File: src/rtl/mem_1r1w_48x64_rd_frontend.sv
// Read front-end for a 48x64 1R1W masked SRAM macro.
// Fixed-latency reads with same-cycle write merge and a 2-entry response FIFO.
module mem_1r1w_48x64_rd_frontend #(
    parameter int DEPTH = 48,
    parameter int WIDTH = 64,
    parameter int AW    = 6,
    parameter int MASKW = 8
) (
    input  logic             clk,
    input  logic             rst_n,
    input  logic             req_valid,
    output logic             req_ready,
    input  logic [AW-1:0]    req_addr,
    output logic             resp_valid,
    input  logic             resp_ready,
    output logic [WIDTH-1:0] resp_data,
    output logic             resp_err,
    input  logic             wr_valid,
    input  logic [AW-1:0]    wr_addr,
    input  logic [WIDTH-1:0] wr_data,
    input  logic [MASKW-1:0] wr_mask,
    output logic [AW-1:0]    mem_R0_addr,
    output logic             mem_R0_en,
    input  logic [WIDTH-1:0] mem_R0_data,
    output logic [AW-1:0]    mem_W0_addr,
    output logic             mem_W0_en,
    output logic [WIDTH-1:0] mem_W0_data,
    output logic [MASKW-1:0] mem_W0_mask
);

    localparam logic [AW:0] LIMIT = (AW+1)'(DEPTH);

    logic             rd_in_range;
    logic             wr_in_range;
    logic             collide;
    logic             fire;
    logic             pop;
    logic             push;
    logic [2:0]       outstanding;
    logic [2:0]       avail;
    logic [WIDTH-1:0] merged;

    logic             inf_valid;
    logic             inf_err;
    logic [MASKW-1:0] inf_mask;
    logic [WIDTH-1:0] inf_wdata;

    logic [1:0]       count;
    logic [WIDTH-1:0] q0_data;
    logic [WIDTH-1:0] q1_data;
    logic             q0_err;
    logic             q1_err;

    assign rd_in_range = {1'b0, req_addr} < LIMIT;
    assign wr_in_range = {1'b0, wr_addr} < LIMIT;
    assign collide     = wr_valid && wr_in_range && (wr_addr == req_addr);

    // A pop this cycle frees a credit immediately, hence resp_ready -> req_ready.
    assign outstanding = 3'(inf_valid) + 3'(count);
    assign pop         = resp_valid && resp_ready;
    assign avail       = outstanding - 3'(pop);
    assign req_ready   = rst_n && (avail < 3'd2);
    assign fire        = req_valid && req_ready;
    assign push        = inf_valid;

    assign mem_R0_addr = req_addr;
    assign mem_R0_en   = fire && rd_in_range && rst_n;

    assign mem_W0_addr = wr_addr;
    assign mem_W0_en   = wr_valid && wr_in_range && rst_n;
    assign mem_W0_data = wr_data;
    assign mem_W0_mask = wr_mask;

    assign resp_valid  = (count != 2'd0);
    assign resp_data   = q0_data;
    assign resp_err    = q0_err;

    always_comb begin
        merged = mem_R0_data;
        for (int i = 0; i < MASKW; i++) begin
            if (inf_mask[i]) begin
                merged[8*i +: 8] = inf_wdata[8*i +: 8];
            end
        end
        if (inf_err) begin
            merged = '0;
        end
    end

    always_ff @(posedge clk) begin
        if (!rst_n) begin
            inf_valid <= 1'b0;
            inf_err   <= 1'b0;
            inf_mask  <= '0;
            inf_wdata <= '0;
        end else begin
            inf_valid <= fire;
            inf_err   <= fire && !rd_in_range;
            inf_mask  <= (fire && rd_in_range && collide) ? wr_mask : '0;
            if (fire) begin
                inf_wdata <= wr_data;
            end
        end
    end

    // Shift FIFO: entry 0 is always the head.
    always_ff @(posedge clk) begin
        if (!rst_n) begin
            count   <= 2'd0;
            q0_data <= '0;
            q1_data <= '0;
            q0_err  <= 1'b0;
            q1_err  <= 1'b0;
        end else begin
            case ({push, pop})
                2'b10: begin
                    if (count == 2'd0) begin
                        q0_data <= merged;
                        q0_err  <= inf_err;
                    end else begin
                        q1_data <= merged;
                        q1_err  <= inf_err;
                    end
                    count <= count + 2'd1;
                end
                2'b01: begin
                    q0_data <= q1_data;
                    q0_err  <= q1_err;
                    count   <= count - 2'd1;
                end
                2'b11: begin
                    if (count == 2'd1) begin
                        q0_data <= merged;
                        q0_err  <= inf_err;
                    end else begin
                        q0_data <= q1_data;
                        q0_err  <= q1_err;
                        q1_data <= merged;
                        q1_err  <= inf_err;
                    end
                end
                default: begin
                end
            endcase
        end
    end

endmodule

File: config.mk
export PLATFORM = sky130hd
export DESIGN_NAME = mem_1r1w_48x64_rd_frontend
export DESIGN_NICKNAME = d
export VERILOG_FILES = /design/src/rtl/mem_1r1w_48x64_rd_frontend.sv
export SDC_FILE = /design/constraint.sdc
export NUM_CORES = 1
export LEC_CHECK = 0
export CAP_MARGIN = 20
export CORE_MARGIN = 3
export CORE_UTILIZATION = 48
export CTS_CLUSTER_DIAMETER = 100
export CTS_CLUSTER_SIZE = 28
export DETAILED_ROUTE_END_ITERATION = 6
export PLACE_DENSITY_LB_ADDON = 0.3
export SETUP_SLACK_MARGIN = 0.3
export SYNTH_ARGS = -nofsm -noshare
export SYNTH_HDL_FRONTEND = slang
export SYNTH_SLANG_ARGS = --single-unit
export TNS_END_PERCENT = 10
File: constraint.sdc
create_clock -name clk -period 3.35 [get_ports clk]
set_input_delay 0.5025 -clock clk [delete_from_list [all_inputs] [get_ports clk]]
set_output_delay 0.5025 -clock clk [all_outputs]
set_load 0.03 [all_outputs]
# == Word level (Yosys, flattened, before mapping) ==
# Cells that the tools add are included.
# classes
n_eq_ne,8
addsub,4
n_mux,22
n_reduce_logical,19
n_lt_le_gt_ge,3
# ops
cell,count
$mux W64,5
$pmux W64 S3,1
$pmux W64 S2,1
$mux W8,8
$lt A6 B6 Y1 const B,2
$logic_and A1 B1 Y1,10
$eq A6 B6 Y1,1
$ne A2 B2 Y1 const B,3
$reduce_bool A2 Y1,3
$eq A2 B1 Y1 const B,2
$eq A2 B2 Y1 const B,2
$mux W1,4
$pmux W2 S2,1
$reduce_and A2 Y1,2
$add A1 B2 Y3,1
$lt A3 B2 Y1 const B,1
$pmux W1 S3,1
$reduce_and A3 Y1,1
$reduce_bool A3 Y1,1
$sub A3 B1 Y3,1
$add A2 B1 Y2 const B,1
$logic_not A2 Y1,1
$pmux W1 S2,1
$sub A2 B1 Y2 const B,1
$logic_not A1 Y1,1
# word_totals
input_bits,153
output_inout_bits,153
regBits,206
wordCells,65

# == Depth between registers and ports, before layout ==
# Gate-level depths: netlist (run 1).
# depth
depth_word,9
ltp_mapped,14
depth_no_buf,12

# == Worst setup path after synthesis (run 1) ==
# Ideal clock, no wire load.
# synth_path
path_kind,reg2out
start,register count[1]
end,output port mem_R0_en
slack_ns,0.452
required_ns,2.847
arrival_ns,2.396
stages_incl_launch_ff,10
n_path_buf,0
path_cell_list,dfxtp_1 inv_1 ha_1 nand2b_4 nor2_1 o21ai_0 fa_1 xnor2_1 nand4_1 a21oi_1
# synth_between
elab_chain_cells,8
word_cells_on_any_way,9
cone_classes,2 x add/sub; 1 x order compare; 6 x reduce/logical
# synth_lines
item,line,source
"start, declared",48,logic [1:0] count;
"start signal, assigned",124,count <= count + 2'd1;
"start signal, assigned",129,count <= count - 2'd1;
branches (longest 2 deep; another with $add A1 B2 Y3),n/a,
$sub A3 B1 Y3 *,61,assign avail = outstanding - 3'(pop);
$lt A3 B2 Y1 *,62,assign req_ready = rst_n && (avail < 3'd2);
$logic_and A1 B1 Y1 *,62,
$logic_and A1 B1 Y1 *,63,assign fire = req_valid && req_ready;
$logic_and A1 B1 Y1 * (2 in series),67,assign mem_R0_en = fire && rd_in_range && rst_n;
"end, declared",23,"output logic mem_R0_en,"
# Mark *: on every way between the ends.

# == Worst setup path after layout (run 1) ==
# Same ends and word-level chain as after synthesis.

==> results.txt, run 1 <==
The run finished with clean final reports. The run gives 0.787 as the final estimated routing congestion in global placement. Along the worst path, the maximum fanout reaches 5.

The first global-routing pass estimated 41,200 um of wire. After synthesis the netlist holds a flip-flop and latch count of 206. STA puts the critical path data required time at 2850 ps.

The logs give 11 for the number of clock buffers inserted by TritonCTS and 0 for the number of pins exceeding their max-slew limit in the final report. Dividing total power by cell area gives a power density of 789 mW/mm^2. Initial antenna violation count: 0.

Synthesis produced a netlist whose cell count is 1,160. The cts-stage hold buffer count is 0, and the final cell count without fillers is 1,590. 0 antenna diodes ended up in the layout.

Part of the Yosys area used for sequential elements: 0.411. The worst hold path passes through 3 cells. The total routing usage reported by global routing is 0.217, and the violation count after the first detailed-routing iteration is 388. Clock latency on the worst-skew pair, taken at its later pin, is 470 ps. The die is 151 um wide. The critical path in this run is classified as register to output port. The final wirelength was 25,800 um; the port buffer count was 305.

The cell chosen for the clock root is clkbuf_16. With fillers left out, the area of the finished cells amounts to 0.0129 mm^2. At the worst endpoint, the arrival time is 2540 ps. The clock-pin slew reported for the worst setup and hold paths after clock tree synthesis works out to 110 ps. Total iterations of the first detailed-routing run: 5. For the pin with the worst max-slew slack, the measured transition is 900 ps. Dividing the detail-routed wire length by the instance count gives 16.2 um.

The number of cells on the worst reg-to-reg path is 13. For hold timing, the worst endpoint is inf_wdata[11]. The largest net degree at the start of global routing came out at 105. dfxtp_1 is the most common cell in the netlist. The worst register-to-register path begins at count[1]. The initial core utilization is 0.493.

Across the run, the number of max-cap violations was 0. The number of warnings issued by yosys was 0. At the placement stage, the worst setup path has a slack of 236 ps.

The number of top-level design ports is 306. For this run, design rule violations remaining after detail routing come to 0. Setup violations remaining at the end of the flow were counted as 0. At the end of the flow, the number of nets in the layout was 1,478. The final critical-path setup slack is 312 ps.

For the highest clock rate, the log shows 329 MHz. The deepest level of the CTS H-tree is 1. The run gives 1,318 as the post-synth net total. In this run the register-to-register setup slack is 570 ps. The relative area change from synthesis to final layout works out to 29.1%. The min-delay analysis places its worst path in the category input pin to register.

The count of final hold-check violations was 0. The synthesized netlist occupies a cell area of 0.0100 mm^2. Maximum buffer depth of the clock tree: 3. The die covers 0.0227 mm^2. In this run the vertical extent of the chip is 151 um. The kind of end point of the critical path is an output port. In the routed layout, each cell is associated on average with a via count of 5.40.

The startpoint identified for the worst hold timing path is rst_n. Total power for the finished layout comes to 10.2 mW. The async set or reset register ratio after synthesis is 0, and the relative max-transition margin is 0.398. For the final database, setup skew stands at 26.2 ps. The share of cells above drive strength 1 came out at 0.142. TritonCTS built the clock tree. In the synthesized netlist, the cells that appear most often are dfxtp_1 (206), nand2_1 (195), o21ai_0 (192), buf_4 (94). Ranked by total cell area, the synthesized netlist is headed by dfxtp_1 (41%), o32ai_2 (9.7%), o21ai_0 (9.6%), nand2_1 (7.3%), mux2_2 (7.2%). The number of placement rows is 52.

The most used flip-flop cell after synthesis is dfxtp_1. In this run the static leakage power is 4.58 nW. The core region is 0.0204 mm^2. The number of distinct library cells after synthesis was 36; the CTS sink count was 206. The worst supply voltage drop on vdd is 470 uV, and the number of global-route vias before repair is 8,373. The placed instances occupy a cell area of 0.0126 mm^2.

The overflow left after global routing is 0. The synthesized design spends more area on one cell type than any other, namely dfxtp_1. Setup repair after global routing could not meet its margin everywhere.

The routed layout has 8,588 vias. Destination of the worst register-to-register timing path: inf_mask[5]. Setup total negative slack on the finished layout was measured at 0 ps.

Portion of synthesized cell area occupied by the leading cell type: 0.411. The part of the cycle the worst path needs came out at 0.907. The detail route stage leaves a number of antenna-violating nets equal to 0.

Yosys mapped a number of flops with a built-in enable equal to 0. The tools report the post-detailed-placement half-perimeter wirelength as 17,600 um. The startpoint type of the worst setup path was a register.

The average footprint of a synthesized cell is 8.65 um^2, and the post-layout minimum cycle time is 3040 ps. Post-placement cell count: 1,572.
-- routing by layer --
layer | track usage | part of all wire
met4 | 0.0480 | 0.017
met5 | 0 | 0
met1 | 0.277 | 0.43
met2 | 0.382 | 0.49
met3 | 0.0394 | 0.063
-- stage by stage --
step	hold WS (ps)	utilization
after floorplan	432	-
after global placement	439	0.616
after detailed placement	446	0.616
after CTS	374	0.634
after global routing	395	0.636
final	385	0.636
-- cell type report --
type	instances	area, um^2
fill	1804	7410
tap	270	338
multi-input combinational	764	4840
clock buffer	11	275
inverter	7	37.5
timing repair buffer	330	3300
sequential	206	4130
clock inverter	2	25.0
-- state kept, by name, indices dropped and copies added, names as in the netlist --
| register | flops |
|---|---|
| inf_err | 1 |
| q1_err | 1 |
| resp_data | 64 |
| resp_err | 1 |
| inf_valid | 1 |
| q1_data | 64 |
| inf_wdata | 64 |
| count | 2 |
| inf_mask | 8 |
-- placed cells by master, fill, tap and decap left out, types with 3 or more instances in the layout --
cell type | synthesis | routed
o32ai_1 | 4 | 4
ha_1 | 4 | 3
dfxtp_1 | 206 | 204
o21ai_1 | 5 | 4
buf_4 | 94 | 21
inv_1 | 6 | 3
o21ai_0 | 192 | 191
and2_1 | 10 | 10
clkbuf_16 | 0 | 11
nor2_1 | 68 | 66
clkdlybuf4s50_1 | 0 | 302
o32ai_2 | 60 | 60
a21oi_1 | 67 | 66
buf_12 | 0 | 5
mux2_2 | 64 | 64
xnor2_1 | 8 | 7
nand2_1 | 195 | 195
nand3_1 | 68 | 68
-- how the worst max path moves through the flow --
stage,from,to,slack [ps],cells past startpoint
after global placement,resp_ready,inf_mask[7],300,11
after global routing,count[1],mem_R0_en,240,10
after floorplan,count[1],mem_R0_en,450,9
after CTS,count[1],mem_R0_en,300,10
after detailed placement,resp_ready,inf_mask[4],240,11
final,count[1],mem_R0_en,310,10
-- critical path, cell delays in order, from the launching register on --
cell	delay, ps
dfxtp_4	380
inv_4	60
ha_4	150
nand2b_4	170
inv_6	70
nor2_4	100
o21ai_2	70
fa_2	580
nand4_1	170
a21oi_2	160
buf_6	150
-- kinds of logic after synthesis --
family / after synthesis / share of synthesized area
compound gates: 336 / 0.242
xor+xnor: 8 / 0.00699
fa+ha+maj: 5 / 0.00699
buf+inv: 190 / 0.114
flops: 206 / 0.411
mux: 64 / 0.0718
simple gates: 351 / 0.147
-- power breakdown --
group          internal, mW  total [mW]  switching (mW)
logic                  2.08        5.19            3.11
clock network         0.611        1.41           0.798
registers              3.20        3.62           0.418
-- timing repair --
action | in CTS | in global routing
gates resized for setup | 9 | 10
setup endpoints to repair | 2 | 1
pin swaps | 2 | 4
setup buffers | 3 | 2
endpoints found under the hold margin | 0 | 0
(Power assumes the default switching activity.)
==> inputs of run 2 (changes only) <==
--- a/config.mk
+++ b/config.mk
@@ -11,7 +11,8 @@
 export CTS_CLUSTER_DIAMETER = 100
 export CTS_CLUSTER_SIZE = 28
 export DETAILED_ROUTE_END_ITERATION = 6
-export PLACE_DENSITY_LB_ADDON = 0.3
+export PLACE_DENSITY = 0.78
+export REMOVE_ABC_BUFFERS = 1
 export SETUP_SLACK_MARGIN = 0.3
 export SYNTH_ARGS = -nofsm -noshare
 export SYNTH_HDL_FRONTEND = slang
==> run 2 against run 1 <==
Hold slack lost 46 ps. Global-route usage grew 1.1 points. Clock power rose by 4%. Largest cell class unchanged.
==> results.txt, run 2 (synthesis results as in run 1) <==
The flow ran to the end, and the final reports show no timing, DRC or antenna violations. Kind of end point of the critical path: an output port. The area growth from synthesis to layout is 29.6%. Once detailed placement completed, the half-perimeter wirelength came to 17,900 um. At the worst endpoint, the arrival time is 2500 ps. The worst supply voltage drop on vdd came out at 558 uV.

The layout has 1,718 filler cells. The number of hold buffers added after CTS was 0. In this run the worst path has a maximum fanout of 5.

The tools report the initial antenna violation count as 0. The die extent in x came out at 151 um. After detailed routing, the number of vias per cell comes to 5.47. The largest single stage delay on the critical path is 420 ps. The run gives 0.338 as the relative max-transition margin. During placement, the flow inserted port buffers numbering 305.

The deepest level of the CTS H-tree is 1, and the violation count after the first detailed-routing iteration is 443. The count of final hold-check violations is 0, and the number of remaining DRC errors is 0. Wire segments on met2 add up to 13,600 um in the final route. The most common cell after layout, fill and taps aside was clkdlybuf4s50_1. The detailed router used layers up to and including met4. The number of top-level design ports was 306; the final critical-path setup slack was 350 ps. In this run the critical register-to-register path is launched from count[0].

Leaving out filler cells and counting taps, the final layout contains 1,590. In the layout the commonest cells are clkdlybuf4s50_1 (302), dfxtp_1 (204), nand2_1 (195), o21ai_0 (191), nand3_1 (68). TritonCTS built the clock tree. The static leakage is 4.60 nW, and the end-of-flow core utilization is 0.638. The part of the cycle the worst path needs is 0.895, and the footprint of the flip-flops and latches is 0.00413 mm^2. At the end of routability-driven placement, the weighted congestion stood at 0.777. The routed layout has 8,696 vias.

The CTS sink count is 206. Once placement completed, the tool counted placed cells totaling 1,567. The tools report the number of clock buffers inserted by TritonCTS as 11. For the overflow left after global routing, the log shows 0. Setup total negative slack on the finished layout was measured at 0 ps. After clock tree synthesis, the clock-pin slew on the worst setup and hold paths is 90 ps. Counting both buffers and inverters, the worst setup path holds a total of 3. The run gives 42,900 um as the global-route wire length before repair. Entering global routing, the biggest net connects 131 pins.

The share of cells above drive strength 1 was 0.142. The multi-input combinational cells in the finished layout cover a total of 0.00485 mm^2. The number of placement rows was 52. Timing would allow up to 333 MHz.

The total setup violations reported at the end of the flow came out at 0. After routing the design area is 0.0130 mm^2. The clock latency on the worst-skew pair is 460 ps. The number of global-route vias before repair is 8,588, and the length of routed wiring on met1 is 11,300 um. The count of cells along the worst register-to-register path was 13. The run gives 0.0227 mm^2 as the die footprint. In the final routed layout, each cell accounts on average for 17.1 um.

The logic depth of the worst path, buffers included was 11. The category of the critical setup timing path was register to output port. Tracing the worst setup path back leads to its startpoint at count[0].

Walking the worst path, the cells encountered are inv_4 -> ha_4 -> nand2b_4 -> inv_6 -> nor2_2 -> o21ai_2 -> fa_2 -> xnor2_2 -> nand4_1 -> a21oi_2 -> buf_6. Source of the worst hold timing path: rst_n. The clock skew is 12.0 ps. The path type of the worst min-delay path was input pin to register.

Setup repair after global routing could not meet its margin everywhere. The antenna violation net count after detailed routing is 0, and the height of the chip is 151 um. The first detailed-routing pass took 5 iterations. For the maximum buffer depth of the clock tree, the log shows 3. The run gives 0.228 as the total routing usage reported by global routing. The worst setup path is launched from a register. Along the worst hold path, the cell count comes to 3.

Summed over all layers, the routed wires come to 27,200 um. Detailed-routed wire length on met3: 1920 um. The worst-case hold slack came out at 339 ps.

The total area inside the core boundary comes to 0.0204 mm^2. The cell sitting at the root of the clock tree is a clkbuf_16. The initial core utilization was 0.493; the worst setup timing slack at the placement stage was 147 ps. Summing internal, switching and leakage power gives 10.3 mW. Counting I/O delays and the setup requirement, the final critical path takes 3000 ps. Family with the most delay on the worst path: adder cells. For this run, the post-layout net count is 1,477. The run gives 0.0125 mm^2 as the instance area at placement. The slowest stage of the critical path belongs to the cell fa_2. The diode insertion count for antenna repair was 0.

Across the run, the number of max-cap violations was 0. The tools report the number of pins exceeding their max-slew limit in the final report as 0. The power per standard cell area is 795 mW/mm^2, and the required time at the worst-slack endpoint is 2850 ps. At the pin with the least slew margin, the transition time is 993 ps.
==> run 2: path summary, 6_finish.rpt <==
| path | end | slack, ps |
|---|---|---|
| setup / recovery | mem_R0_en | 350 |
| hold reg to reg | inf_wdata[59] | 460 |
| hold / removal | resp_err | 340 |
| setup reg to reg | inf_mask[0] | 700 |
==> run 2: what timing repair did <==
action	in CTS	in global routing
setup buffers	2	6
setup endpoints to repair	2	2
cloned	0	0
pin swaps	2	5
resized for setup	11	8
==> run 2: power breakdown <==
part	leakage, nW	total, mW	switching [mW]	internal, mW
logic	2.75	5.23	3.12	2.11
registers	1.69	3.64	0.442	3.20
clock network	0.157	1.46	0.805	0.658
total	4.60	10.3	4.37	5.97
==> run 2: area by class of cell <==
class,count,area share
multi-input cells,764,0.373
inverters,7,0.00289
repair buffers,329,0.256
clock buffers,13,0.0233
well taps,270,0.0260
flip-flops and latches,206,0.318
clock inverters,1,0.00125
==> run 2: metal layers <==
layer	vias to the layer above	GRT usage
li1	4267	-
met1	4127	0.282
met2	280	0.412
met3	22	0.0464
met4	0	0.0421
met5	-	0
==> run 2: worst min-delay path: stages <==
cell and delay, ps:
buf_6 130, o21ai_0 80, nor2_1 40
